===== src/rtl/z16_fetch_unit.sv =====
// rtl/z16_fetch_unit.sv - Z16 instruction fetch: PC, single-outstanding imem request, prefetch FIFO
module z16_fetch_unit #(
  parameter logic [15:0] RESET_PC  = 16'h0000,
  parameter int          BUF_DEPTH = 4
) (
  input  logic        i_clk,
  input  logic        i_rst_n,
  output logic        o_imem_req,
  output logic [15:0] o_imem_addr,
  input  logic        i_imem_ack,
  input  logic [15:0] i_imem_rdata,
  output logic        o_valid,
  input  logic        i_ready,
  output logic [15:0] o_instr,
  output logic [15:0] o_pc,
  input  logic        i_redirect,
  input  logic [15:0] i_redirect_pc
);

  localparam int PW = $clog2(BUF_DEPTH);
  localparam int CW = PW + 1;
  localparam logic [CW-1:0] DEPTH_C = CW'(BUF_DEPTH);

  typedef enum logic [1:0] {IDLE, WAIT, DISCARD} state_t;

  state_t         state, state_nxt;
  logic [15:0]    fetch_pc, fetch_pc_nxt;
  logic           req_nxt;
  logic [15:0]    addr_nxt;
  logic [CW-1:0]  count, count_nxt, count_after;
  logic [PW-1:0]  rd_ptr, wr_ptr;
  logic [15:0]    instr_mem [BUF_DEPTH];
  logic [15:0]    pc_mem    [BUF_DEPTH];
  logic           push, pop;
  logic [15:0]    redirect_pc_al;
  logic [15:0]    pc_inc;

  assign redirect_pc_al = i_redirect_pc & 16'hFFFE;
  assign pc_inc         = fetch_pc + 16'd2;
  assign o_valid        = (count != '0);
  assign o_instr        = instr_mem[rd_ptr];
  assign o_pc           = pc_mem[rd_ptr];
  assign pop            = o_valid && i_ready;
  // occupancy once the word being acked lands, net of this cycle's pop
  assign count_after    = count + CW'(1) - CW'(pop);

  always_comb begin
    state_nxt    = state;
    fetch_pc_nxt = fetch_pc;
    req_nxt      = o_imem_req;
    addr_nxt     = o_imem_addr;
    push         = 1'b0;
    case (state)
      IDLE: begin
        if (i_redirect) begin
          fetch_pc_nxt = redirect_pc_al;
        end else if (count < DEPTH_C) begin
          req_nxt   = 1'b1;
          addr_nxt  = fetch_pc;
          state_nxt = WAIT;
        end
      end
      WAIT: begin
        if (i_redirect) begin
          fetch_pc_nxt = redirect_pc_al;
          if (i_imem_ack) begin
            req_nxt   = 1'b0;
            state_nxt = IDLE;
          end else begin
            state_nxt = DISCARD;
          end
        end else if (i_imem_ack) begin
          push         = 1'b1;
          fetch_pc_nxt = pc_inc;
          if (count_after < DEPTH_C) begin
            addr_nxt = pc_inc;
          end else begin
            req_nxt   = 1'b0;
            state_nxt = IDLE;
          end
        end
      end
      DISCARD: begin
        if (i_redirect) fetch_pc_nxt = redirect_pc_al;
        if (i_imem_ack) begin
          req_nxt   = 1'b0;
          state_nxt = IDLE;
        end
      end
      default: begin
        req_nxt   = 1'b0;
        state_nxt = IDLE;
      end
    endcase
  end

  always_comb begin
    count_nxt = count;
    if (i_redirect) count_nxt = '0;
    else            count_nxt = count + CW'(push) - CW'(pop);
  end

  always_ff @(posedge i_clk or negedge i_rst_n) begin
    if (!i_rst_n) begin
      state       <= IDLE;
      fetch_pc    <= RESET_PC;
      o_imem_req  <= 1'b0;
      o_imem_addr <= 16'h0000;
      count       <= '0;
      rd_ptr      <= '0;
      wr_ptr      <= '0;
    end else begin
      state       <= state_nxt;
      fetch_pc    <= fetch_pc_nxt;
      o_imem_req  <= req_nxt;
      o_imem_addr <= addr_nxt;
      count       <= count_nxt;
      if (i_redirect) begin
        rd_ptr <= '0;
        wr_ptr <= '0;
      end else begin
        if (pop)  rd_ptr <= rd_ptr + PW'(1);
        if (push) wr_ptr <= wr_ptr + PW'(1);
      end
    end
  end

  always_ff @(posedge i_clk or negedge i_rst_n) begin
    if (!i_rst_n) begin
      for (int i = 0; i < BUF_DEPTH; i++) begin
        instr_mem[i] <= 16'h0000;
        pc_mem[i]    <= 16'h0000;
      end
    end else if (push) begin
      instr_mem[wr_ptr] <= i_imem_rdata;
      pc_mem[wr_ptr]    <= o_imem_addr;
    end
  end

endmodule

===== config.mk =====
export PLATFORM = sky130hd
export DESIGN_NAME = z16_fetch_unit
export DESIGN_NICKNAME = d
export VERILOG_FILES = /design/src/rtl/z16_fetch_unit.sv
export SDC_FILE = /design/constraint.sdc
export NUM_CORES = 1
export LEC_CHECK = 0
export CORE_MARGIN = 2
export CORE_UTILIZATION = 45
export CTS_CLUSTER_DIAMETER = 60
export DETAILED_ROUTE_END_ITERATION = 12
export PLACE_DENSITY = 0.74
export SETUP_SLACK_MARGIN = 0.15
export SYNTH_ARGS = -nofsm -noshare
export SYNTH_HDL_FRONTEND = slang
export SYNTH_SLANG_ARGS = --single-unit

===== constraint.sdc =====
create_clock -name i_clk -period 3.1 [get_ports i_clk]
set_clock_uncertainty 0.2 [all_clocks]
set_input_delay 0.465 -clock i_clk [delete_from_list [all_inputs] [get_ports i_clk]]
set_output_delay 0.465 -clock i_clk [all_outputs]
set_load 0.1 [all_outputs]

Yosys cells after proc, flatten, opt, wreduce, memory -nomap -nowiden
Cells that the tools add are included.
{"block": "classes", "add_sub_neg": 7, "order_cmp": 5, "n_eq_ne": 11, "mux": 43, "n_bitwise": 2, "n_reduce_logical": 13}
{"operator": "two-way mux 16 bit", "n": 13}
{"operator": "bitwise mux 64 bit", "n": 2}
{"operator": "binary-select mux 16 bit (select 2 bit)", "n": 2}
{"operator": "one-hot mux 16 bit (2 select lines)", "n": 2}
{"operator": "demux 16 bit (select 2 bit)", "n": 1}
{"operator": "two-way mux 2 bit", "n": 11}
{"operator": "adder 16 x 2 -> 16 bit, second input constant", "n": 1}
{"operator": "!= test 2 bit, second input constant", "n": 6}
{"operator": "two-way mux 1 bit", "n": 9}
{"operator": "nonzero test 2 bit", "n": 4}
{"operator": "greater-or-equal comparator 3 bit, second input constant", "n": 2}
{"operator": "< comparator 3 bit, second input constant", "n": 2}
{"operator": "!= test 3 bit, second input constant", "n": 2}
{"operator": "inverter 2 -> 3 bit", "n": 2}
{"operator": "one-hot mux 2 bit (3 select lines)", "n": 1}
{"operator": "AND reduction 6 bit", "n": 1}
{"operator": "subtractor 3 x 1 -> 3 bit", "n": 2}
{"operator": "AND reduction 5 bit", "n": 1}
{"operator": "adder 2 x 1 -> 2 bit, second input constant", "n": 2}
{"operator": "AND reduction 4 bit", "n": 1}
{"operator": "adder 3 x 1 -> 3 bit", "n": 1}
{"operator": "adder 3 x 1 -> 3 bit, second input constant", "n": 1}
{"operator": "< comparator 3 x 1 -> 1 bit, second input constant", "n": 1}
{"operator": "two-way mux 3 bit", "n": 1}
{"operator": "other kinds (9)", "n": 10}
{"block": "totals", "ff_bits": 170, "word_cells": 96}

Logic depth before layout (Yosys ltp)
Gate-level depths: netlist (run 1).
{"block": "depth", "depth_word": 8, "depth_mapped": 10, "ltp_nobuf": 9}

Worst setup path after synthesis (run 1)
No wires, ideal clock.
{"block": "synth_timing", "path_kind": "register -> output", "start": "reg rd_ptr[0]", "end": "out o_instr[10]", "arrival_time_ps": 1699, "t_required_ps": 2435, "path_slack_ps": 736, "path_stages_with_launch": 4, "n_path_buf": 2, "cell_sequence": "dfrtp_1 -> clkbuf_1 -> buf_2 -> mux4_2"}
{"block": "synth_between", "elab_chain_cells": 4}
{"item": "from (decl)", "line": "31", "source": "logic [PW-1:0] rd_ptr, wr_ptr;"}
{"item": "from (signal assigned)", "line": "122", "source": "if (pop) rd_ptr <= rd_ptr + PW'(1);"}
{"item": "inverter 2 -> 3 bit (not written as such)", "line": "41", "source": "assign o_instr = instr_mem[rd_ptr];"}
{"item": "binary-select mux 16 bit (select 2 bit)", "line": "41"}
{"item": "two-way mux 16 bit (not written as such) (2 in a row)", "line": "41"}
{"item": "to (decl)", "line": "14", "source": "output logic [15:0] o_instr,"}
Every way passes these cells. The select of a mux whose other input is x is not followed.

Worst setup path in the final report (run 1)
{"block": "layout_timing", "start": "reg rd_ptr[0]", "end": "out o_pc[1]"}
{"block": "layout_between", "elab_chain_cells": 4}
{"item": "inverter 2 -> 3 bit (not written as such)", "line": "42", "source": "assign o_pc = pc_mem[rd_ptr];"}
{"item": "binary-select mux 16 bit (select 2 bit)", "line": "42"}
{"item": "two-way mux 16 bit (not written as such) (2 in a row)", "line": "42"}
{"item": "to (decl)", "line": "15", "source": "output logic [15:0] o_pc,"}
Every way passes these cells. The select of a mux whose other input is x is not followed.

==> results of run 1 <==
-- tightest hold or removal path: cells and delay by family (launching register included) --
family,cells,cell delay (ns)
AND/OR/NAND/NOR,1,0.05
AO/OA/AOI/OAI,1,0.06
flip-flops,1,0.35
-- final cells by class --
cell class	count	area (um^2)	area share [%]
clock inverter	9	126	1.30
sequential	164	4110	42.4
clock buffer	22	484	5.00
inverter	9	33.8	0.349
multi-input combinational	353	3390	35.0
timing repair buffer	96	1270	13.2
tap	220	275	2.84
-- routing by layer --
layer  global-route usage (%)  up-vias  share of wire [%]
met5                        0        -                  0
met4                     6.42        0                1.2
met3                     3.79       20                4.0
met2                     33.1      110                 51
met1                     25.8     2529                 44
li1                         -     2217                  -
-- cells in the final DEF, fill, tap and decap left out, types with 6 or more instances in the layout --
cell type / count
mux2_2: 134
xor2_1: 10
nand2_1: 34
nor3_1: 7
mux4_2: 31
inv_1: 8
clkdlybuf4s50_1: 34
o21ai_0: 12
buf_12: 37
clkbuf_16: 17
nor4_1: 9
buf_4: 23
a21oi_1: 18
nand3_1: 6
ha_1: 7
xnor2_1: 9
dfrtp_1: 163
nor2_1: 19
-- state kept, by name (all words and copies together) (netlist names) --
name and count:
rd_ptr 2, pc_mem 60, state 2, instr_mem 64, fetch_pc 15, o_imem_req 1
count 3, wr_ptr 2, o_imem_addr 15
-- how the worst max path moves through the flow --
stage	start	to	slack (ns)
finish	rd_ptr[0]	o_pc[1]	0.54
detailed placement	i_imem_ack	count[2]	0.27
global route	state[0]	count[2]	0.43
CTS	rd_ptr[0]	o_pc[1]	0.51
floorplan	rd_ptr[0]	o_instr[10]	0.74
global placement	i_imem_ack	count[2]	0.34
-- logic make-up (layout without fill, tap and decap cells) --
| family | after synthesis | in the layout | share of synthesized area (%) |
|---|---|---|---|
| DFF | 164 | 164 | 53.1 |
| and+or+nand+nor | 98 | 98 | 6.36 |
| xor gates and xnor gates | 19 | 19 | 2.15 |
| muxes | 167 | 167 | 28.8 |
| adders and majority gates | 8 | 8 | 1.39 |
| other | 1 | 2 | 0.0485 |
| AOI/OAI and AO/OA | 59 | 59 | 5.02 |
| buffers and inverters | 51 | 136 | 3.09 |
-- through the flow --
step	hold slack, ns	worst slack [ns]
after floorplan	-0.0306	0.736
after global placement	0.258	0.344
after detailed placement	0.281	0.271
after CTS	0.294	0.514
after global routing	0.307	0.435
final	0.288	0.541
==> results.cfg, run 1 <==
[finish]
area_delta_synth_final_pct = 25.4
drive_gt1_share_pct = 40.6
stdcell_count = 873
postLayoutCoreUtil_pct = 58.0
finish.instance_area_um2 = 9690
fillers = 1311
n_antenna_cell = 0
nNetsFinal = 686

[worst_setup_path]
rr_endpoint = count[2]
crit_chain = buf_12 -> mux4_2 -> buf_12
timing.rr.start = state[0]
rrSetupSlack_ns = 0.61
cp.required_ns = 2.43
reg2reg_depth = 9
path_delay_family = multiplexers
crit_slowest_cell = mux4_2
critPathMaxStageDelay_ns = 0.61
start_kind = flop
path_max_fanout = 33
path_common_cell = buf_12
critPathKind = flop to output port
crit_cells = 3
worstPathArrival_ns = 1.89
worst-path-buf-inv = 2
worstSetupEndpointType = output port

[grt]
grt_pass1_wl_um = 27500
grt_overflow = 0
grt_util_all_layers_pct = 19.6
grt_max_degree = 76
grt_pass1_vias = 5269
antenna_found_initial = 0

[timing]
maxSlewViolCount = 0
hold_viol = 0
slew_headroom_pct = 52.1
fin_crit_ns = 2.56
max_freq_mhz = 391
rsz0062_at_grt = false
worst_slew_pin_slew_ns = 0.718
fin_tns_setup_ns = 0
min_period_over_period_pct = 82.6
finalSetupViolations = 0

[clocking]
cts_max_path_buffers = 2
cts_tree = done
cts_root_buffer = clkbuf_16
post_cts_buffers = 0
cts_buffers = 17
cts.sinks = 164
htree_levels = 4
cts_resized = 0
clk-insertion-delay-late_ns = 0.43
cts_hold_buffers = 1
clkTransAtPathRegs_ns = 0.06

[synth]
synth_most_common_cell = dfrtp_1
synthArstFlopShare_pct = 100
synthesis.area_um2 = 7730
ys_seq_elements = 164
syn_avg_cell_area_um2 = 13.6
synth.distinct_cells = 51
synth_ff_type = dfrtp_1
synth_top_area_share_pct = 53.1
ys_seq_area_share_pct = 53.1
synth_area_leaders = dfrtp_1, mux2_2, mux4_2, nand2_1, buf_2
yosysTopAreaCell = dfrtp_1
synth_common_cells = dfrtp_1, mux2_2, nand2_1
synth_edf_count = 0
yosys_warnings = 0
synthesis.instances = 567

[floorplanning]
dieArea_um2 = 18200
start_util_pct = 46.3
coreArea_um2 = 16700
die_h_um = 135
die_w_um = 135
num_rows = 47
io_pins = 87

[placed_design]
place_inst = 841
routabilityCongestion = 0.865
dpl_cell_area_um2 = 9070
io_buffers = 83
dp_hpwl_um = 10900

[routing]
dr.pass1.iters = 5
routed_wl_um = 16500
wl_per_cell_um = 18.9
ant_nets = 0
vias = 4876
drtIter0Drc = 309
route.detailed.drc = 0
avgViaCountPerCell = 5.59

[min_path]
hold_path.class = flop to flop
min_to = pc_mem[37]
min_from = pc_mem[37]
holdPathStages = 2

[flow_run]
max_cap_viol_count = 0

[status]
status = finished clean
Power of run 1 is not shown: default switching activity piles up to over one toggle a cycle in this logic, so the estimate is an artifact.
==> inputs of run 2 (changes only) <==
--- a/config.mk
+++ b/config.mk
@@ -9,7 +9,7 @@
 export CORE_UTILIZATION = 45
 export CTS_CLUSTER_DIAMETER = 60
 export DETAILED_ROUTE_END_ITERATION = 12
-export PLACE_DENSITY = 0.74
+export PLACE_DENSITY = 0.77
 export SETUP_SLACK_MARGIN = 0.15
 export SYNTH_ARGS = -nofsm -noshare
 export SYNTH_HDL_FRONTEND = slang
==> constraint.sdc (replaced) <==
create_clock -name i_clk -period 2.05 [get_ports i_clk]
set_clock_uncertainty 0.2 [all_clocks]
set_input_delay 0.3075 -clock i_clk [delete_from_list [all_inputs] [get_ports i_clk]]
set_output_delay 0.3075 -clock i_clk [all_outputs]
set_load 0.1 [all_outputs]
==> results.cfg, run 2 (synthesis results as in run 1) <==
[finish]
area_delta_synth_final_pct = 40.2
finish.instance_area_um2 = 10800
top_regs = instr_mem: 64 flops, pc_mem: 60 flops
largest_reg_flops = 64
drive_gt1_share_pct = 49.2
fillers = 1193
multiInputGateArea_um2 = 3580
n_antenna_cell = 0
nNetsFinal = 744
mostFrequentLayoutCells = dfrtp_1, mux2_2, buf_12, buf_4, clkdlybuf4s50_1
seq_area_um2 = 4110
postLayoutCoreUtil_pct = 64.9
regMostFlops = instr_mem
final_common_cell = dfrtp_1

[grt]
grt_pass1_vias = 5692
antenna_found_initial = 0
grt_overflow = 0
grt_max_degree = 54
grt_pass1_wl_um = 30000
grt_util_all_layers_pct = 21.4

[routing]
routed_wl_um = 19600
drtIter0Drc = 399
wl_per_cell_um = 21.0
avgViaCountPerCell = 5.61
dr.pass1.iters = 4
ant_nets = 0
vias = 5227
route.detailed.drc = 0

[clocking]
cts_tree = done
cts_max_path_buffers = 2
cts_buffers = 17
cts_root_buffer = clkbuf_16
cts.sinks = 164
clkTransAtPathRegs_ns = 0.06
htree_levels = 4
clk-insertion-delay-late_ns = 0.42

[floorplanning]
num_rows = 47
die_w_um = 135
start_util_pct = 46.3
io_pins = 87
coreArea_um2 = 16700
dieArea_um2 = 18200
die_h_um = 135

[timing]
layout_setup_ws_ns = -0.314
min_period_over_period_pct = 115
hold_ws_ns = 0.229
worst_slew_pin_slew_ns = 0.518
slew_headroom_pct = 65.5
rsz0062_at_grt = true
hold_viol = 0
max_freq_mhz = 423
maxSlewViolCount = 0
finalSetupViolations = 33
fin_crit_ns = 2.36

[placed_design]
dpl_cell_area_um2 = 9730
routabilityCongestion = 0.891
post-place-ws_ns = -0.436
io_buffers = 83
dp_hpwl_um = 12100

[worst_setup_path]
worstPathArrival_ns = 1.86
critPathMaxStageDelay_ns = 0.57
path_max_fanout = 6
path_common_cell = buf_12
crit_chain = buf_12 -> buf_12 -> mux4_2 -> buf_12
start_kind = flop
crit_slowest_cell = mux4_2
cp.required_ns = 1.54
worst-path-buf-inv = 3
path_delay_family = multiplexers
critPathKind = flop to output port
worstSetupEndpointType = output port

[flow_run]
max_cap_viol_count = 0

[min_path]
hold_path.class = input pin to async pin

[status]
status = finished, violations left
violations = setup timing
[run 2: repair_timing]
| item | 4_1_cts | 5_1_grt |
|---|---|---|
| endpoints found under the hold margin | 49 | 0 |
| cloned | 2 | 7 |
| buffers inserted | 7 | 2 |
| hold buffers | 1 | 0 |
| setup endpoints to repair | 75 | 147 |
| pin swaps | 7 | 7 |
| resized for setup | 30 | 23 |
[run 2: final cells by class]
type	count	share of cell area [%]
flip-flops and latches	164	37.9
clock inverters	12	1.43
repair buffers	154	20.6
inverters	9	0.381
clock buffers	19	4.09
multi-input cells	353	33.0
well taps	220	2.54
[run 2: per-stage QoR]
stage / setup TNS [ns] / std cells
2_1_floorplan: -0.0296 / 568
3_3_place_gp: -30.36 / 881
3_5_place_dp: -36.05 / 881
4_1_cts: -8.96 / 922
5_1_grt: -9.77 / 931
6_report: -8.42 / 931
[run 2: worst paths after layout]
check	endpoint	from	cells after the start	slack [ns]
setup reg to reg	count[1]	count[2]	7	-0.03
hold / removal	instr_mem[38]	i_rst_n	2	0.23
min in group i_clk	pc_mem[37]	pc_mem[37]	2	0.29
hold reg to reg	pc_mem[37]	pc_mem[37]	2	0.29
max in group asynchronous	pc_mem[13]	i_rst_n	3	0.70
setup / recovery	o_pc[8]	rd_ptr[0]	4	-0.31
[run 2: worst reg2reg max path: stages, from the launching register on]
cell     delay (ns)
dfrtp_1        0.40
o31a_1         0.35
ha_4           0.26
inv_4          0.05
ha_4           0.12
inv_2          0.03
fa_2           0.51
nor2_1         0.04
[run 2: layer usage]
metal | GRT usage [%] | up-vias | wire, um
li1 | - | 2342 | -
met4 | 5.38 | 0 | 277
met5 | 0 | - | 0
met3 | 4.62 | 21 | 967
met2 | 37.3 | 137 | 10300
met1 | 27.2 | 2727 | 8030
Power of run 2 is left out for the same reason.
==> inputs of run 3 (changes only) <==
--- a/config.mk
+++ b/config.mk
@@ -7,7 +7,7 @@
 export LEC_CHECK = 0
 export CORE_MARGIN = 2
 export CORE_UTILIZATION = 45
-export CTS_CLUSTER_DIAMETER = 60
+export CTS_CLUSTER_DIAMETER = 120
 export DETAILED_ROUTE_END_ITERATION = 12
 export PLACE_DENSITY = 0.77
 export SETUP_SLACK_MARGIN = 0.15
==> results of run 3 <==
No change in the layout: final DEF, timing and power equal those of run 2.
Power of run 3 is left out for the same reason.
